--- src/rtl/triangle_pwm_pkg.sv ---
// rtl/triangle_pwm_pkg.sv - shared types and constants for the triangle PWM fader
package triangle_pwm_pkg;

    typedef enum logic {
        S_UP   = 1'b0,
        S_DOWN = 1'b1
    } tri_state_t;

    localparam logic [31:0] TRI_RST_DUTY = '0;

endpackage

--- src/rtl/adder_n.sv ---
// rtl/adder_n.sv - N-bit modular adder, carry discarded
module adder_n #(
    parameter int N = 8
) (
    input  logic [N-1:0] a,
    input  logic [N-1:0] b,
    output logic [N-1:0] sum
);

    assign sum = a + b;

endmodule

--- src/rtl/comparator_eq.sv ---
// rtl/comparator_eq.sv - N-bit equality comparator
module comparator_eq #(
    parameter int N = 8
) (
    input  logic [N-1:0] a,
    input  logic [N-1:0] b,
    output logic         eq
);

    assign eq = (a == b);

endmodule

--- src/rtl/triangle_pwm_pwm_core.sv ---
// rtl/triangle_pwm_pwm_core.sv - free-running PWM counter and compare; TRIANGLE_PWM_SHADOW_EN latches duty only at period wrap
module pwm_core #(
    parameter int N = 8
) (
    input  logic         clk,
    input  logic         rst,
    input  logic         ena,
    input  logic [N-1:0] duty,
    output logic         pwm_out
);

    logic [N-1:0] pwm_cnt;
    logic [N-1:0] cmp;

`ifdef TRIANGLE_PWM_SHADOW_EN
    // Duty is only picked up on the last count, so a period always runs to completion.
    always_ff @(posedge clk) begin
        if (!rst) begin
            cmp <= '0;
        end else if (ena && (pwm_cnt == '1)) begin
            cmp <= duty;
        end
    end
`else
    assign cmp = duty;
`endif

    always_ff @(posedge clk) begin
        if (!rst) begin
            pwm_cnt <= '0;
            pwm_out <= 1'b0;
        end else begin
            pwm_out <= ena & (pwm_cnt < cmp);
            if (ena) begin
                pwm_cnt <= pwm_cnt + 1'b1;
            end
        end
    end

endmodule

--- src/rtl/triangle_pwm.sv ---
// rtl/triangle_pwm.sv - step-driven triangle duty ramp feeding a PWM core; TRIANGLE_PWM_SHADOW_EN selects glitch-free compare
module triangle_pwm
    import triangle_pwm_pkg::*;
#(
    parameter int N = 8
) (
    input  logic         clk,
    input  logic         rst,
    input  logic         ena,
    input  logic         step,
    input  logic [N-1:0] max_duty,
    output logic [N-1:0] duty,
    output logic         dir,
    output logic         period_done,
    output logic         pwm_out
);

    localparam logic [N-1:0] ONE      = {{(N-1){1'b0}}, 1'b1};
    localparam logic [N-1:0] ALL_ONES = '1;

    tri_state_t   state;
    logic         accept;
    logic [N-1:0] duty_inc;
    logic [N-1:0] duty_dec;
    logic         inc_hits_max;
    logic         at_one;

    assign accept = step & ena;
    assign dir    = (state == S_DOWN);

    adder_n #(.N(N)) u_inc (
        .a   (duty),
        .b   (ONE),
        .sum (duty_inc)
    );

    // Adding all-ones is a decrement; it is only used when duty is nonzero.
    adder_n #(.N(N)) u_dec (
        .a   (duty),
        .b   (ALL_ONES),
        .sum (duty_dec)
    );

    comparator_eq #(.N(N)) u_eq_max (
        .a  (duty_inc),
        .b  (max_duty),
        .eq (inc_hits_max)
    );

    comparator_eq #(.N(N)) u_eq_one (
        .a  (duty),
        .b  (ONE),
        .eq (at_one)
    );

    always_ff @(posedge clk) begin
        if (!rst) begin
            state       <= S_UP;
            duty        <= TRI_RST_DUTY[N-1:0];
            period_done <= 1'b0;
        end else begin
            period_done <= 1'b0;
            if (accept) begin
                case (state)
                    S_UP: begin
                        // A peak lowered below the current duty turns the ramp without moving duty.
                        if (duty < max_duty) begin
                            duty <= duty_inc;
                            if (inc_hits_max) begin
                                state <= S_DOWN;
                            end
                        end else begin
                            state <= S_DOWN;
                        end
                    end
                    S_DOWN: begin
                        if (duty != '0) begin
                            duty <= duty_dec;
                            if (at_one) begin
                                state       <= S_UP;
                                period_done <= 1'b1;
                            end
                        end else begin
                            state <= S_UP;
                        end
                    end
                    default: state <= S_UP;
                endcase
            end
        end
    end

    pwm_core #(.N(N)) u_pwm_core (
        .clk     (clk),
        .rst     (rst),
        .ena     (ena),
        .duty    (duty),
        .pwm_out (pwm_out)
    );

endmodule

--- config.mk ---
export PLATFORM = sky130hd
export DESIGN_NAME = triangle_pwm
export DESIGN_NICKNAME = d
export VERILOG_FILES = /design/src/rtl/triangle_pwm_pkg.sv /design/src/rtl/adder_n.sv /design/src/rtl/comparator_eq.sv /design/src/rtl/triangle_pwm_pwm_core.sv /design/src/rtl/triangle_pwm.sv
export SDC_FILE = /design/constraint.sdc
export NUM_CORES = 1
export LEC_CHECK = 0
export ABC_CLOCK_PERIOD_IN_PS = 2300
export CAP_MARGIN = 20
export CORE_UTILIZATION = 30
export DETAILED_ROUTE_END_ITERATION = 10
export HOLD_SLACK_MARGIN = 0.15
export PLACE_DENSITY_LB_ADDON = 0.2
export SYNTH_ARGS = -nofsm -noshare
export SYNTH_HDL_FRONTEND = slang
export SYNTH_SLANG_ARGS = --single-unit
export TNS_END_PERCENT = 100
--- constraint.sdc ---
create_clock -name clk -period 2.3 [get_ports clk]
set_clock_uncertainty 0.05 [all_clocks]
set_input_delay 0.345 -clock clk [delete_from_list [all_inputs] [get_ports clk]]
set_output_delay 0.345 -clock clk [all_outputs]
set_load 0.05 [all_outputs]
== Word-level counts from Yosys, hierarchy flattened ==
Cells that the tools add are included.

* Memory bits (writable): 0
* Word-level logic and storage cells: 29
* Output and inout port bits: 11
* Register bits after elaboration: 19
* ROM bits: 0
* Input port bits: 12
* Memories kept: 0
* Latch bits: 0

* Shifts and indexed selects: 0
* Divide/modulo/power cells: 0
* Add/sub/neg operators: 3
* Bitwise operators: 3
* Equality and inequality tests: 4
* $mul: 0
* Muxes and demuxes: 9
* Reductions and logical operators: 3
* $lt $le $gt $ge: 2

{| class="wikitable"
|+ Operator list
! kind !! count
|-
| $add A8 B1 Y8 const B || 2
|-
| $lt A8 B8 Y1 || 2
|-
| $mux W8 || 2
|-
| $pmux W8 S2 || 1
|-
| $add A8 B8 Y8 const B || 1
|-
| $eq A8 B1 Y1 const B || 1
|-
| $eq A8 B8 Y1 || 1
|-
| $reduce_bool A8 Y1 || 1
|-
| $mux W1 || 5
|-
| $reduce_and A4 Y1 || 1
|-
| $reduce_and A3 Y1 || 1
|-
| $and A1 B1 Y1 || 2
|-
| $ne A2 B1 Y1 const B || 1
|-
| $ne A2 B2 Y1 const B || 1
|-
| $pmux W1 S2 || 1
|-
| $not A1 Y1 || 1
|}

== Logic depth before layout (Yosys ltp) ==
Gate-level depths: netlist of the first run.

* Word-level depth: 5
* Mapped depth: 9
* Depth with buffers taken out: 8

== Hierarchy ==
From an unflattened synthesis of the first run, not the netlist that was laid out.

* Cell total of the unflattened synthesis: 243
* Area total of the unflattened synthesis: 2072.0 um^2

{| class="wikitable"
|+ By module, submodules not included
! module !! seq. area each (um^2) !! instances !! area an instance (um^2) !! cells an instance
|-
| triangle_pwm || 200.2 || 1 || 684.4 || 77
|-
| adder_n || 0.0 || 2 || 331.6 || 42
|-
| pwm_core || 180.2 || 1 || 551.8 || 60
|-
| comparator_eq || 0.0 || 2 || 86.3 || 11
|}

== Least setup slack after synthesis of the first run ==
Ideal clock, no wire load.

* Path kind: register to register
* Start: reg duty[6]
* End: reg duty[6]
* Setup slack: 0.005 ns
* Stages on the path, launching flop included: 8
* Period minus slack after synthesis: 2.295 ns
* Required time: 2.115 ns
* Buffers on the path: 1
* Library setup time: 0.135 ns
* Arrival: 2.110 ns
* Cell sequence: dfxtp_1 > ha_1 > a21o_1 > a21oi_1 > a21oi_1 > buf_2 > o311ai_0 > o41ai_1

* Cells in the longest elaborated chain, start to end: 3
* Elaborated cells between the ends (all ways): 10
* Classes of those cells: 2 x add/sub; 1 x order compare; 2 x eq/ne; 3 x mux; 2 x reduce/logical

{| class="wikitable"
|+ RTL lines
! item !! RTL line !! RTL
|-
| start: declaration || triangle_pwm.sv:12 || <nowiki>output logic [N-1:0] duty,</nowiki>
|-
| start signal: assignment || triangle_pwm.sv:59 || <nowiki>duty <= TRI_RST_DUTY[N-1:0];</nowiki>
|-
| start signal: assignment || triangle_pwm.sv:68 || <nowiki>duty <= duty_inc;</nowiki>
|-
| start signal: assignment || triangle_pwm.sv:78 || <nowiki>duty <= duty_dec;</nowiki>
|-
| $add A8 B8 Y8 (tied with other cells) || adder_n.sv:10 || <nowiki>assign sum = a + b;</nowiki>
|-
| $mux W8 (tied with other cells) || triangle_pwm.sv:77 || <nowiki>if (duty != '0) begin</nowiki>
|-
| $pmux W8 S2 or $reduce_and A3 Y1 (tied branches) || -- ||
|}

Several ways; a longest one is shown, not always the timed one. The select of a mux whose other input is x is not followed.
A chain may end at the register's enable or synchronous reset.

== Final worst setup path of the first run ==
* Start: in max_duty[7]
* End: reg duty[1]

* Cells in the longest elaborated chain, start to end: 3

{| class="wikitable"
|+ RTL lines
! item !! RTL line !! RTL
|-
| start: declaration || triangle_pwm.sv:11 || <nowiki>input logic [N-1:0] max_duty,</nowiki>
|-
| $lt A8 B8 Y1 || triangle_pwm.sv:67 || <nowiki>if (duty < max_duty) begin</nowiki>
|-
| $ne A2 B2 Y1 (no source line) || -- ||
|-
| $reduce_and A3 Y1 (no source line) || -- ||
|}

Every way passes these cells.

==> results of run 1 <==
## sequential cells by signal, summed over array words and instances, names as in the netlist
register / count
duty: 8
u_pwm_core.pwm_cnt: 8
u_pwm_core.pwm_out: 1
dir: 1
period_done: 1
## worst min-delay path by stage
stage                                     start                     to  slack [ns]
after global placement    u_pwm_core.pwm_cnt[7]  u_pwm_core.pwm_cnt[7]        0.44
after floorplan           u_pwm_core.pwm_cnt[7]  u_pwm_core.pwm_cnt[7]        0.41
after CTS                 u_pwm_core.pwm_cnt[7]  u_pwm_core.pwm_cnt[7]        0.46
final                     u_pwm_core.pwm_cnt[7]  u_pwm_core.pwm_cnt[7]        0.45
after global routing      u_pwm_core.pwm_cnt[7]  u_pwm_core.pwm_cnt[7]        0.48
after detailed placement  u_pwm_core.pwm_cnt[7]  u_pwm_core.pwm_cnt[7]        0.44
## tightest hold or removal path, stage by stage, from the launching register on
cell	delay, ns
dfxtp_1	0.33
o21ai_0	0.07
a21oi_1	0.06
## cell type report
| type | instances | area share (%) |
|---|---|---|
| Timing Repair Buffer | 48 | 19.9 |
| Tap cell | 67 | 4.00 |
| Multi-Input combinational cell | 146 | 52.4 |
| Clock buffer | 3 | 1.97 |
| Sequential cell | 19 | 18.1 |
| Clock inverter | 1 | 0.239 |
| Inverter | 19 | 3.40 |
## timing repair
item,in CTS,in global routing
setup endpoints to repair,6,5
pin swaps,4,4
resized for setup,7,6
hold endpoints to repair,0,0
## per-layer routing
metal	vias up	wire, um
li1	787	-
met1	697	2070
met2	38	1750
met3	2	183
met4	0	33
met5	-	0
## Yosys cell counts (all sizes together) (2+ instances only)
master / n
clkbuf: 2
nor2: 12
a21o: 2
xor2: 8
ha: 20
or4: 6
buf: 7
nand2b: 2
inv: 19
nand3: 4
xnor2: 5
nor4: 4
o21ai: 11
and3: 3
o22ai: 2
nand4: 4
o22a: 2
dfxtp: 19
a31oi: 3
o311ai: 3
o31ai: 4
nand2: 14
nor3: 5
a21oi: 12
or3: 5
mux2i: 3
o41ai: 2
## kinds of logic (layout without fill, tap and decap cells)
| logic type | after synthesis | after routing |
|---|---|---|
| and+or+nand+nor | 62 | 62 |
| DFF | 19 | 19 |
| muxes | 3 | 3 |
| buffers and inverters | 28 | 71 |
| xor gates and xnor gates | 13 | 13 |
| adders and majority gates | 20 | 20 |
| AOI/OAI and AO/OA | 48 | 48 |
## metrics by stage
stage          std cells  setup slack (ns)  utilization [%]
2_1_floorplan        193           0.00476                -
3_3_place_gp         299            -0.308             41.1
3_5_place_dp         299            -0.338             41.1
4_1_cts              303            0.0505             42.3
5_1_grt              303         -0.000842             42.9
6_report             303            0.0938             42.9
## power by group through the flow
stage,Sequential [uW],Clock (uW),Combinational (uW)
floorplan,361,0,67.8
global route,345,266,158
finish,344,239,140
detailed placement,351,0,139
CTS,344,250,139
global placement,351,0,139
==> metrics.md, run 1 <==
| Metric | Value |
|---|---|
| Slowest Stage Delay on Critical Path | `0.51 ns` |
| Seq/Total Area, Yosys | `24.3%` |
| Final worst path period share | `95.9%` |
| Worst hold path class | `flip-flop to flip-flop` |
| Most frequent cells in the layout | `buf_4, ha_1, dfxtp_1` |
| Seq cells post-synth | `19` |
| Setup_tns | `0 ns` |
| Worst ir drop on vdd | `0.178 mV` |
| Vias in the first global route | `1468` |
| Largest family of logic cells by synthesized area | `simple AND/OR/NAND/NOR gates` |
| Fin area | `2100 sq um` |
| Comb power frac | `19.4%` |
| Critical Path Start | `max_duty[7]` |
| Syn Area/Cell | `8.12 sq um` |
| Post-CTS Hold Buffers | `0` |
| Most Crowded Layer GR | `met2` |
| Ys Warns | `0` |
| Post-synth EDFFs | `0` |
| GR Util All Layers | `16.2%` |
| Area Growth Syn to Fin | `33.7%` |
| Total CTS buffers | `3` |
| Tightest Pin Transition | `0.497 ns` |
| Maxcap violations | `0` |
| Io pins | `23` |
| Ranking of synthesized cells by area | `dfxtp_1, ha_1, xor2_1, inv_1, a21oi_1` |
| CTS sink cnt | `19` |
| Reg clk slew, reported paths | `0.08 ns` |
| Worst Setup End Kind | `flip-flop` |
| Initial core utilization | `32.1%` |
| Row cnt | `25` |
| Clock buffer depth | `2` |
| Residual DRC | `0` |
| Root buf cell | `clkbuf_8` |
| Final setup violating endpoints | `0` |
| Ant diodes | `0` |
| First drt pass iteration count | `4` |
| Hold_ws | `0.454 ns` |
| Post CTS Setup Buffer Count | `0` |
| Slowest cell on crit path | `or4_1` |
| Final Hold Viols | `0` |
| CORE AREA | `4880 sq um` |
| Reg2Reg Depth | `7` |
| Period minus WS final | `2.21 ns` |
| Mux cell area share after synthesis | `1.92%` |
| Kind of critical path | `input pin to flip-flop` |
| Die X | `74.3 um` |
| 1st-iter DRT viols | `75` |
| Delay-heaviest family, CP | `buffers and inverters` |
| Post-synth ARST share | `0%` |
| Worst Path Max Fanout | `2` |
| DP Area | `2000 sq um` |
| GRT met1 Usage | `23.4%` |
| Fraction of layout cells with a size suffix above 1 | `19.1%` |
| Die area | `5520 sq um` |
| Mapped Area | `1570 sq um` |
| Fraction of the mapped netlist area in adder cells | `16.0%` |
| Leakage power | `0.000854 uW` |
| Overall routed net length | `4040 um` |
| Reg2reg start | `duty[0]` |
| Internal power | `524 uW` |
| Xor/xnor share of the synthesized area | `7.26%` |
| R2R Path End | `dir` |
| Fillers | `518` |
| Hold path cells | `2` |
| Largest net degree at the start of global routing | `15` |
| Sw Pwr | `199 uW` |
| Commonest non-fill, non-tap cell in the layout | `buf_4` |
| Antenna viol nets, final | `0` |
| Max_slew headroom | `66.7%` |
| Synth Area in Compound Gates | `20.2%` |
| CP required | `2.44 ns` |
| Status | `finished, final reports clean` |
| Register area | `380 sq um` |
| Post-synth cell types | `46` |
| Final net count | `269` |
| Met3 Use GR | `2.57%` |
| Area of the multi-input gates | `1100 sq um` |
| Routed len/inst | `13.3 um` |
| H-tree Lvls | `1` |
| GR Overflow Total | `0` |
| Startpoint Class | `input pin` |
| Top cell type's share of synthesized area | `24.3%` |
| Pwr Density | `345 nW/um^2` |
| TritonCTS clock tree | `done` |
| Post-Synthesis Cells | `193` |
| Sw frac | `27.5%` |
| Vias per cell | `5.03` |
| Critical path buffers and inverters | `3` |
| Clock network power share | `33.1%` |
| Syn_nets | `225` |
| Cell taking the most area after synthesis | `dfxtp_1` |
| Cell breakdown of the critical path | `clkdlybuf4s50_1 > inv_1 > ha_1 > o2111a_1 > o31ai_4 > buf_4 > nand2_2 > or4_1 > a31oi_1` |
| CP endpoint | `duty[1]` |
| Clk Latency, worst-skew pair | `0.26 ns` |
| Levels on crit path | `9` |
| Routed via count | `1524` |
| Simple-gate share of the synthesized area | `21.9%` |
| Sequential power share | `47.6%` |
| GPL Wtd Cong | `0.828` |
| Most used DFF post-synth | `dfxtp_1` |
| DPL Wire Length | `3150 um` |
| Total Power | `722 uW` |
| Critical path data arrival time | `2.34 ns` |
| First-pass GRT wire length | `6770 um` |
| Slew Viols, Final | `0` |
| Reg2Reg Setup Slack | `0.17 ns` |
| Met2 Use GR | `24.6%` |
| Die Span Y | `74.3 um` |
| Antenna violations before repair | `0` |
| Max frequency | `453 MHz` |
| Port Buf Inserts | `22` |
(Power assumes the default switching activity.)
==> run 2: changes to the inputs <==
- GPL_TIMING_DRIVEN: default -> 0
==> run 2 against run 1 <==
  * Critical path depth fell by 1
  * Clock power barely moved
  * Flip-flop and latch count did not move
  * First-iteration DRC count rose by 28%
  * Largest cell class unchanged
  * Largest power group unchanged
==> metrics.md, run 2 (synthesized netlist as in run 1, its figures left out) <==
| Metric | Value |
|---|---|
| Fillers | `540 (+4.2%)` |
| Worst Path Max Fanout | `4 (+2)` |
| Critical path buffers and inverters | `2 (-1)` |
| Hold_ws | `0.386 ns (-0.0686 ns)` |
| Final setup violating endpoints | `0 (unchanged)` |
| Total CTS buffers | `3 (unchanged)` |
| Worst hold path class | `input pin to flip-flop` |
| Critical path data arrival time | `2.36 ns (+0.02 ns)` |
| Overall routed net length | `3840 um (-5.0%)` |
| Vias per cell | `5.06 (+0.52%)` |
| Pwr Density | `365 nW/um^2 (+5.8%)` |
| CP required | `2.44 ns (about the same)` |
| Area Growth Syn to Fin | `23.9%` |
| Commonest non-fill, non-tap cell in the layout | `ha_1` |
| Antenna violations before repair | `0 (unchanged)` |
| Slowest Stage Delay on Critical Path | `0.51 ns (about the same)` |
| CORE AREA | `4880 sq um (unchanged)` |
| Port Buf Inserts | `20 (-9.1%)` |
| Startpoint Class | `input pin` |
| Maxcap violations | `0 (unchanged)` |
| H-tree Lvls | `1 (unchanged)` |
| DPL Wire Length | `2900 um (-7.9%)` |
| Kind of critical path | `input pin to flip-flop` |
| Max_slew headroom | `64.3% (-2.4 points)` |
| Io pins | `23 (unchanged)` |
| GPL Wtd Cong | `0.821 (-0.87%)` |
| Cell mode on critical path | `a21oi_2` |
| Status | `finished, final reports clean` |
| Most frequent cells in the layout | `ha_1, dfxtp_1, inv_1, clkdlybuf4s50_1, nand2_1` |
| Period minus WS final | `2.22 ns (+0.0169 ns)` |
| CTS sink cnt | `19 (unchanged)` |
| Residual DRC | `0 (unchanged)` |
| Leakage power | `0.000768 uW (-10%)` |
| Largest net degree at the start of global routing | `12 (-3)` |
| Routed via count | `1446 (-5.1%)` |
| Cell breakdown of the critical path | `clkdlybuf4s50_1 > inv_1 > ha_1 > a21o_1 > a21oi_2 > a21oi_2 > or4_1 > a21oi_1` |
| GR Util All Layers | `15.2% (-1.0 points)` |
| Clk Latency, worst-skew pair | `0.26 ns (about the same)` |
| Final Hold Viols | `0 (unchanged)` |
| Slowest cell on crit path | `or4_1` |
| Die Span Y | `74.3 um (unchanged)` |
| Setup_tns | `0 ns (unchanged)` |
| Final net count | `252 (-6.3%)` |
| Die area | `5520 sq um (unchanged)` |
| Delay-heaviest family, CP | `compound AO/OA/AOI/OAI gates` |
| Row cnt | `25 (unchanged)` |
| GR Overflow Total | `0 (unchanged)` |
| Worst ir drop on vdd | `0.307 mV (+72%)` |
| First-pass GRT wire length | `6300 um (-6.9%)` |
| Routed len/inst | `13.4 um (+0.60%)` |
| Root buf cell | `clkbuf_8` |
| Regs by FF count | `duty: 8 flops, u_pwm_core.pwm_cnt: 8 flops` |
| Max frequency | `450 MHz (-0.76%)` |
| Fraction of layout cells with a size suffix above 1 | `13.2% (-5.8 points)` |
| Final worst path period share | `96.7% (+0.74 points)` |
| Initial core utilization | `32.1% (unchanged)` |
| Die X | `74.3 um (unchanged)` |
| Tightest Pin Transition | `0.535 ns (+0.0376 ns)` |
| TritonCTS clock tree | `done` |
| Total Power | `708 uW (-1.9%)` |
| Clock buffer depth | `2 (unchanged)` |
| Vias in the first global route | `1277 (-13%)` |
| Antenna viol nets, final | `0 (unchanged)` |
| Post-CTS Hold Buffers | `0 (unchanged)` |
| 1st-iter DRT viols | `96 (+28%)` |
| Reg clk slew, reported paths | `0.08 ns (about the same)` |
| Ant diodes | `0 (unchanged)` |
| Slew Viols, Final | `0 (unchanged)` |
| First drt pass iteration count | `4 (unchanged)` |
| Worst Setup End Kind | `flip-flop` |
==> run 2: changes by cell type in the layout (fill, tap and decap cells not counted), sizes merged <==
cell / previous run / this run
clkbuf: 3 / 5
buf: 26 / 9
dlygate4sd2: 3 / 1
==> run 2: per-stage QoR <==
| stage | setup slack, ns | area (sq um) | utilization [%] | cells |
|---|---|---|---|---|
| global placement | -0.461 | 1850 | 37.9 | 280 |
| global route | -0.00253 | 1940 | 39.8 | 286 |
| floorplan | 0.00476 | 1570 | - | 193 |
| CTS | 0.00396 | 1920 | 39.4 | 285 |
| detailed placement | -0.477 | 1850 | 37.9 | 280 |
| finish | 0.0769 | 1940 | 39.8 | 286 |
==> run 2: metal layers <==
| metal | vias to the layer above | share of wire [%] | track usage [%] |
|---|---|---|---|
| met1 | 657 | 53 | 23.5 |
| met2 | 33 | 41 | 21.1 |
| met3 | 2 | 4.7 | 2.03 |
| met4 | 0 | 1.3 | 5.66 |
| li1 | 754 | - | - |
| met5 | - | 0 | 0 |
==> run 2: what timing repair did <==
action,in CTS,in global routing
buffers inserted,1,1
pin swaps,2,6
setup endpoints to repair,8,8
cloned,0,0
resized for setup,6,6
==> run 2: layout make-up <==
cell class,instances,area [sq um],share of cell area (%)
Buffer,9,68.8,3.54
Clock buffer,3,41.3,2.12
Clock inverter,1,5.00,0.258
Inverter,19,71.3,3.67
Multi-Input combinational cell,146,1070,55.2
Sequential cell,19,380,19.6
Tap cell,67,83.8,4.31
Timing Repair Buffer,22,219,11.3
==> run 2: worst register-to-register path: stages (launching register included) <==
cell     delay [ns]
dfxtp_1        0.55
ha_1           0.33
a21o_1         0.19
a21oi_2        0.18
a21oi_2        0.13
or4_1          0.52
a21oi_1        0.15
==> run 2: path summary, 6_finish.rpt <==
check / from / slack (ns) / to / cells after the start
setup / recovery: max_duty[6] / 0.08 / duty[2] / 8
hold / removal: rst / 0.39 / duty[3] / 3
hold reg to reg: u_pwm_core.pwm_cnt[7] / 0.45 / u_pwm_core.pwm_cnt[7] / 2
setup reg to reg: duty[6] / 0.14 / duty[2] / 6
==> run 2: where the power goes <==
| part | internal, uW | leakage [uW] | total, uW | switching (uW) |
|---|---|---|---|---|
| registers | 336 | 0.000154 | 344 | 8.85 |
| logic | 53.3 | 0.000588 | 122 | 68.3 |
| clock network | 121 | 0.0000255 | 242 | 122 |
